===== src/rtl/line_buffer_sequencer.sv =====
// Row-rate sequencer for the scanline ring buffer: chooses scan-out and render buffers,
// issues toggle-tagged render requests, and repeats the last good line on underrun.
module line_buffer_sequencer #(
  parameter int NUM_BUFS    = 2,
  parameter int PRIME_LINES = 1,
  parameter int V_LINES     = 525,
  parameter int V_VISIBLE   = 480,
  parameter int Y_W         = 10,
  localparam int SEL_W      = (NUM_BUFS > 2) ? $clog2(NUM_BUFS) : 1
) (
  input  logic             row_Clk,
  input  logic             Reset,
  input  logic             enable,
  input  logic             done_tag,
  output logic [Y_W-1:0]   line_Y,
  output logic [SEL_W-1:0] read_sel,
  output logic [Y_W-1:0]   write_Y,
  output logic [SEL_W-1:0] write_sel,
  output logic             write_tag,
  output logic             write_busy,
  output logic             frame_start,
  output logic             underrun,
  output logic [15:0]      underrun_cnt,
  output logic             running
);

  typedef enum logic [1:0] {IDLE, PRIME, RUN} state_t;

  localparam logic [Y_W-1:0]   Y_ONE         = Y_W'(1);
  localparam logic [Y_W-1:0]   Y_VIS         = Y_W'(V_VISIBLE);
  localparam logic [Y_W-1:0]   Y_VIS_LAST    = Y_W'(V_VISIBLE - 1);
  localparam logic [Y_W-1:0]   Y_LAST        = Y_W'(V_LINES - 1);
  localparam logic [SEL_W-1:0] SEL_ONE       = SEL_W'(1);
  localparam logic [SEL_W-1:0] SEL_LAST      = SEL_W'(NUM_BUFS - 1);
  localparam logic [3:0]       OCC_PRIME     = 4'(PRIME_LINES);
  localparam logic [3:0]       OCC_ISSUE_MAX = 4'(NUM_BUFS - 2);

  state_t           state_q, state_d;
  logic [3:0]       occ_q, occ_d, occ_n, occ_eff;
  logic [Y_W-1:0]   line_Y_q, line_Y_d, ly_next, wy_inc;
  logic [SEL_W-1:0] read_sel_q, read_sel_d, rs_inc;
  logic [Y_W-1:0]   write_Y_q, write_Y_d;
  logic [SEL_W-1:0] write_sel_q, write_sel_d, ws_inc;
  logic             write_tag_q, write_tag_d;
  logic             write_busy_q, write_busy_d;
  logic             frame_start_q, frame_start_d;
  logic             underrun_q, underrun_d;
  logic [15:0]      underrun_cnt_q, underrun_cnt_d;
  logic             done, try_issue;

  assign done    = write_busy_q && (done_tag == write_tag_q);
  assign occ_eff = occ_q + {3'b000, done};
  assign ly_next = (line_Y_q == Y_LAST) ? '0 : line_Y_q + Y_ONE;
  assign wy_inc  = (write_Y_q == Y_VIS_LAST) ? '0 : write_Y_q + Y_ONE;
  assign rs_inc  = (read_sel_q == SEL_LAST) ? '0 : read_sel_q + SEL_ONE;
  assign ws_inc  = (write_sel_q == SEL_LAST) ? '0 : write_sel_q + SEL_ONE;

  always_comb begin
    state_d        = state_q;
    line_Y_d       = line_Y_q;
    read_sel_d     = read_sel_q;
    write_Y_d      = write_Y_q;
    write_sel_d    = write_sel_q;
    write_tag_d    = write_tag_q;
    write_busy_d   = write_busy_q;
    underrun_cnt_d = underrun_cnt_q;
    frame_start_d  = 1'b0;
    underrun_d     = 1'b0;
    occ_n          = occ_eff;
    try_issue      = 1'b0;
    occ_d          = occ_q;
    if (!enable) begin
      state_d      = IDLE;
      occ_d        = '0;
      line_Y_d     = '0;
      read_sel_d   = '0;
      write_Y_d    = '0;
      write_sel_d  = '0;
      write_tag_d  = 1'b0;
      write_busy_d = 1'b0;
    end else begin
      case (state_q)
        IDLE: begin
          state_d      = PRIME;
          occ_n        = '0;
          write_Y_d    = '0;
          write_sel_d  = '0;
          write_tag_d  = ~write_tag_q;
          write_busy_d = 1'b1;
        end
        PRIME: begin
          if (occ_eff == OCC_PRIME) begin
            state_d       = RUN;
            line_Y_d      = '0;
            read_sel_d    = '0;
            occ_n         = occ_eff - 4'd1;
            frame_start_d = 1'b1;
          end
          try_issue = 1'b1;
        end
        RUN: begin
          line_Y_d      = ly_next;
          frame_start_d = (ly_next == '0);
          if (ly_next < Y_VIS) begin
            if (occ_eff != 4'd0) begin
              read_sel_d = rs_inc;
              occ_n      = occ_eff - 4'd1;
              try_issue  = 1'b1;
            end else begin
              // Stale line shown: drop the late request and aim at the line after this one.
              underrun_d     = 1'b1;
              occ_n          = '0;
              underrun_cnt_d = (underrun_cnt_q == 16'hFFFF) ? underrun_cnt_q
                                                            : underrun_cnt_q + 16'd1;
              write_tag_d    = ~write_tag_q;
              write_busy_d   = 1'b1;
              write_Y_d      = (ly_next == Y_VIS_LAST) ? '0 : ly_next + Y_ONE;
            end
          end else begin
            try_issue = 1'b1;
          end
        end
        default: state_d = IDLE;
      endcase
      occ_d = occ_n;
      if (try_issue && (!write_busy_q || done)) begin
        if (occ_n <= OCC_ISSUE_MAX) begin
          write_tag_d  = ~write_tag_q;
          write_busy_d = 1'b1;
          write_Y_d    = wy_inc;
          write_sel_d  = ws_inc;
        end else begin
          write_busy_d = 1'b0;
        end
      end
    end
  end

  always_ff @(posedge row_Clk or posedge Reset) begin
    if (Reset) begin
      state_q        <= IDLE;
      occ_q          <= '0;
      line_Y_q       <= '0;
      read_sel_q     <= '0;
      write_Y_q      <= '0;
      write_sel_q    <= '0;
      write_tag_q    <= 1'b0;
      write_busy_q   <= 1'b0;
      frame_start_q  <= 1'b0;
      underrun_q     <= 1'b0;
      underrun_cnt_q <= '0;
    end else begin
      state_q        <= state_d;
      occ_q          <= occ_d;
      line_Y_q       <= line_Y_d;
      read_sel_q     <= read_sel_d;
      write_Y_q      <= write_Y_d;
      write_sel_q    <= write_sel_d;
      write_tag_q    <= write_tag_d;
      write_busy_q   <= write_busy_d;
      frame_start_q  <= frame_start_d;
      underrun_q     <= underrun_d;
      underrun_cnt_q <= underrun_cnt_d;
    end
  end

  assign line_Y       = line_Y_q;
  assign read_sel     = read_sel_q;
  assign write_Y      = write_Y_q;
  assign write_sel    = write_sel_q;
  assign write_tag    = write_tag_q;
  assign write_busy   = write_busy_q;
  assign frame_start  = frame_start_q;
  assign underrun     = underrun_q;
  assign underrun_cnt = underrun_cnt_q;
  assign running      = (state_q == RUN);

endmodule

===== config.mk =====
export PLATFORM = sky130hd
export DESIGN_NAME = line_buffer_sequencer
export DESIGN_NICKNAME = d
export VERILOG_FILES = /design/src/rtl/line_buffer_sequencer.sv
export SDC_FILE = /design/constraint.sdc
export NUM_CORES = 1
export LEC_CHECK = 0
export BUFFER_PORTS_ARGS = -buffer_cell sky130_fd_sc_hd__buf_2
export CORE_ASPECT_RATIO = 1.5
export CORE_UTILIZATION = 40
export CTS_BUF_LIST = sky130_fd_sc_hd__clkbuf_16
export DETAILED_ROUTE_END_ITERATION = 16
export GPL_ROUTABILITY_DRIVEN = 0
export HOLD_SLACK_MARGIN = 0.02
export PLACE_DENSITY = 0.67
export SLEW_MARGIN = 5
export SYNTH_ARGS = -nofsm -noshare
export SYNTH_HDL_FRONTEND = slang
export SYNTH_SLANG_ARGS = --single-unit

===== constraint.sdc =====
create_clock -name row_Clk -period 3.95 [get_ports row_Clk]
set_clock_uncertainty 0.1 [all_clocks]
set_input_delay 0.395 -clock row_Clk [delete_from_list [all_inputs] [get_ports row_Clk]]
set_output_delay 0.395 -clock row_Clk [all_outputs]
set_load 0.02 [all_outputs]

==> metrics.yaml <==
synthesis:
  yosysTopAreaCell: "dfrtp_1"
  async_flop_share_pct: 100
  synthCells: 387
  synth.yosys.seq_area_share_pct: 35.5
  syn-cell-area_sq_mm: 0.00339
  synth.top_cells.by_count: "48 x dfrtp_1, 36 x nor2_1, 34 x nand2_1"
  syn_nets: 404
  ys_top_cells_by_area: "dfrtp_1 35%, xor2_1 5.2%, ha_1 4.8%"
  synth_cell_types: 61
  synth_edf_count: 0
  synth-seq-cells: 48
  synth_ff_type: "dfrtp_1"
  synth_top_area_share_pct: 35.5
  synth.most_common_cell: "dfrtp_1"
  synth.avg_cell_area_sq_um: 8.75
  yosysWarnings: 0
floorplanning:
  die_h_um: 115
  num_io_pins: 47
  die_area_sq_mm: 0.00884
  row_count: 40
  initial_core_util_pct: 41.8
  coreArea_sq_mm: 0.00811
  die_x_um: 77.1
layout:
  finalNonFillerCells: 537
  final_layout_size_suffix_gt1_share_pct: 20.4
  final_area_sq_mm: 0.00392
  n_fill_cell: 813
  syn2layout_area_growth_pct: 15.9
  final_nets: 448
  diodes: 0
clock_network:
  ctsHoldBuffers: 0
  htreeDepth: 2
  cts_made_buffers: 5
  clk_latency_ns: 0.29
  clk_pin_slew_ns: 0.07
  cts.path.max_buffers: 2
  cts_tree: "done"
  clock-sinks: 48
  root_buffer: "clkbuf_16"
job:
  maxCapViolations: 0
critical_path:
  cp_max_fo: 14
  arrival_ns: 3.78
  worst_setup_path_start_kind: "flop"
  crit_required_ns: 4.06
  critical_path.endpoint_type: "flop"
  timing_worst_setup_path_type: "reg -> reg"
routing:
  routed_wl_um: 8530
  ant_nets: 0
  drtPass1Iterations: 4
  route.detailed.drc: 0
  drt_iter0_drc: 242
  routedWlPerCell_um: 15.9
  vias_per_cell: 5.69
  vias: 3057
global_route:
  grt_pass1_vias: 3032
  antenna_found_initial: 0
  grt_max_degree: 49
  grt_use_total_pct: 20.6
  grt_pass1_wl_um: 14600
  grt.overflow.total: 0
timing:
  tns_ns: 0
  whs_ns: 0.231
  relSlewSlack_pct: 32.0
  final_hold_viol_count: 0
  finalSetupViolCount: 0
  max_freq_mhz: 273
  timing.final.crit_share_pct: 92.8
  layout_min_cycle_time_ns: 3.67
  final-max-slew-violation-count: 0
  worst_slew_pin_slew_ns: 1.02
  rsz0062_at_grt: "no"
place:
  dp_cells: 529
  io_buffers: 46
  hpwl_um: 6450
  place_area_sq_mm: 0.00375
power_and_ir_drop:
  cellLeakagePower_nw: 1.78
  irDropWorstVdd_mv: 0.196
  power.density_mw_per_mm2: 359
run_status:
  status: "complete, no violations"
min_path:
  hp-class: "in -> async"
## routing by layer
| metal | vias to the layer above | GRT usage (%) | wire (um) |
|---|---|---|---|
| met2 | 87 | 36.2 | 4480 |
| met5 | - | 0 | 0 |
| li1 | 1483 | - | - |
| met3 | 25 | 3.67 | 311 |
| met1 | 1462 | 24.0 | 3440 |
| met4 | 0 | 10.2 | 292 |
## kinds of logic after synthesis
| family | share of synthesized area [%] |
|---|---|
| flip-flops | 35.5 |
| multiplexers | 0.924 |
| buffers and inverters | 5.06 |
| XOR/XNOR | 9.05 |
| adder cells (fa/ha/maj) | 4.80 |
| AO/OA/AOI/OAI | 20.2 |
| AND/OR/NAND/NOR | 24.5 |
## per-stage QoR
stage | util, % | total power [mW] | setup slack, ns
finish | 48.4 | 1.41 | 0.283
global route | 48.4 | 1.48 | 0.0519
CTS | 48.3 | 1.42 | 0.283
detailed placement | 46.2 | 0.920 | 0.236
global placement | 46.2 | 0.913 | 0.333
floorplan | - | 0.815 | 0.488
## placed cells by master, fill, tap and decap left out, types with 6 or more instances in the layout
master	synthesis	routed
nor2_1	36	36
xor2_1	20	20
nand3_1	15	15
a21oi_1	14	14
xnor2_1	15	15
o31ai_1	9	9
buf_2	5	46
dfrtp_1	48	48
a22o_1	7	7
nand4_1	13	13
buf_4	0	13
inv_1	20	19
nand2_1	34	34
and2_1	7	7
nor3_1	12	12
or2_2	6	6
o21ai_0	14	14
ha_1	13	12
or4_1	7	7
## report_power, final
| group | internal, mW | leakage [nW] | switching, mW |
|---|---|---|---|
| registers | 0.522 | 0.638 | 0.0406 |
| logic | 0.123 | 1.06 | 0.225 |
| clock network | 0.301 | 0.0804 | 0.196 |
| total | 0.946 | 1.78 | 0.461 |
## area by class of cell
type / count / area, sq um / share of cell area, %
Clock buffer: 5 / 125 / 3.19
Clock inverter: 3 / 46.3 / 1.18
Inverter: 20 / 75.1 / 1.91
Multi-Input combinational cell: 297 / 2020 / 51.4
Sequential cell: 48 / 1200 / 30.6
Tap cell: 105 / 131 / 3.35
Timing Repair Buffer: 59 / 328 / 8.36
## final timing paths
kind,start,to,slack [ns],cells past startpoint
worst max-delay path,write_tag,write_Y[5],0.28,9
worst min-delay path,Reset,write_Y[1],0.23,2
worst max register to register,write_tag,write_Y[5],0.28,9
worst min register to register,underrun_cnt[3],underrun_cnt[3],0.39,1
max in group asynchronous,Reset,write_sel,2.86,2
min in group row_Clk,enable,frame_start,0.30,3
## sequential cells by signal, indices dropped and copies added (netlist names)
register / cells
underrun_cnt: 16
occ_q: 4
state_q: 2
write_sel: 1
line_Y: 10
read_sel: 1
frame_start: 1
write_busy: 1
write_tag: 1
underrun: 1
write_Y: 10
## timing repair
item	4_1_cts	5_1_grt
buffers inserted	0	0
resized for setup	0	1
endpoints found under the setup margin	0	1
## worst max-delay path, stage by stage, from the launching register on
cell and delay (ns):
dfrtp_1 0.42, xnor2_1 0.16, and2_1 0.17, ha_1 0.22
ha_1 0.35, or4_1 0.56, o311a_4 0.34, or4_4 0.58
or4_1 0.53, a21oi_1 0.16
Power figures use the tool's default switching activity.
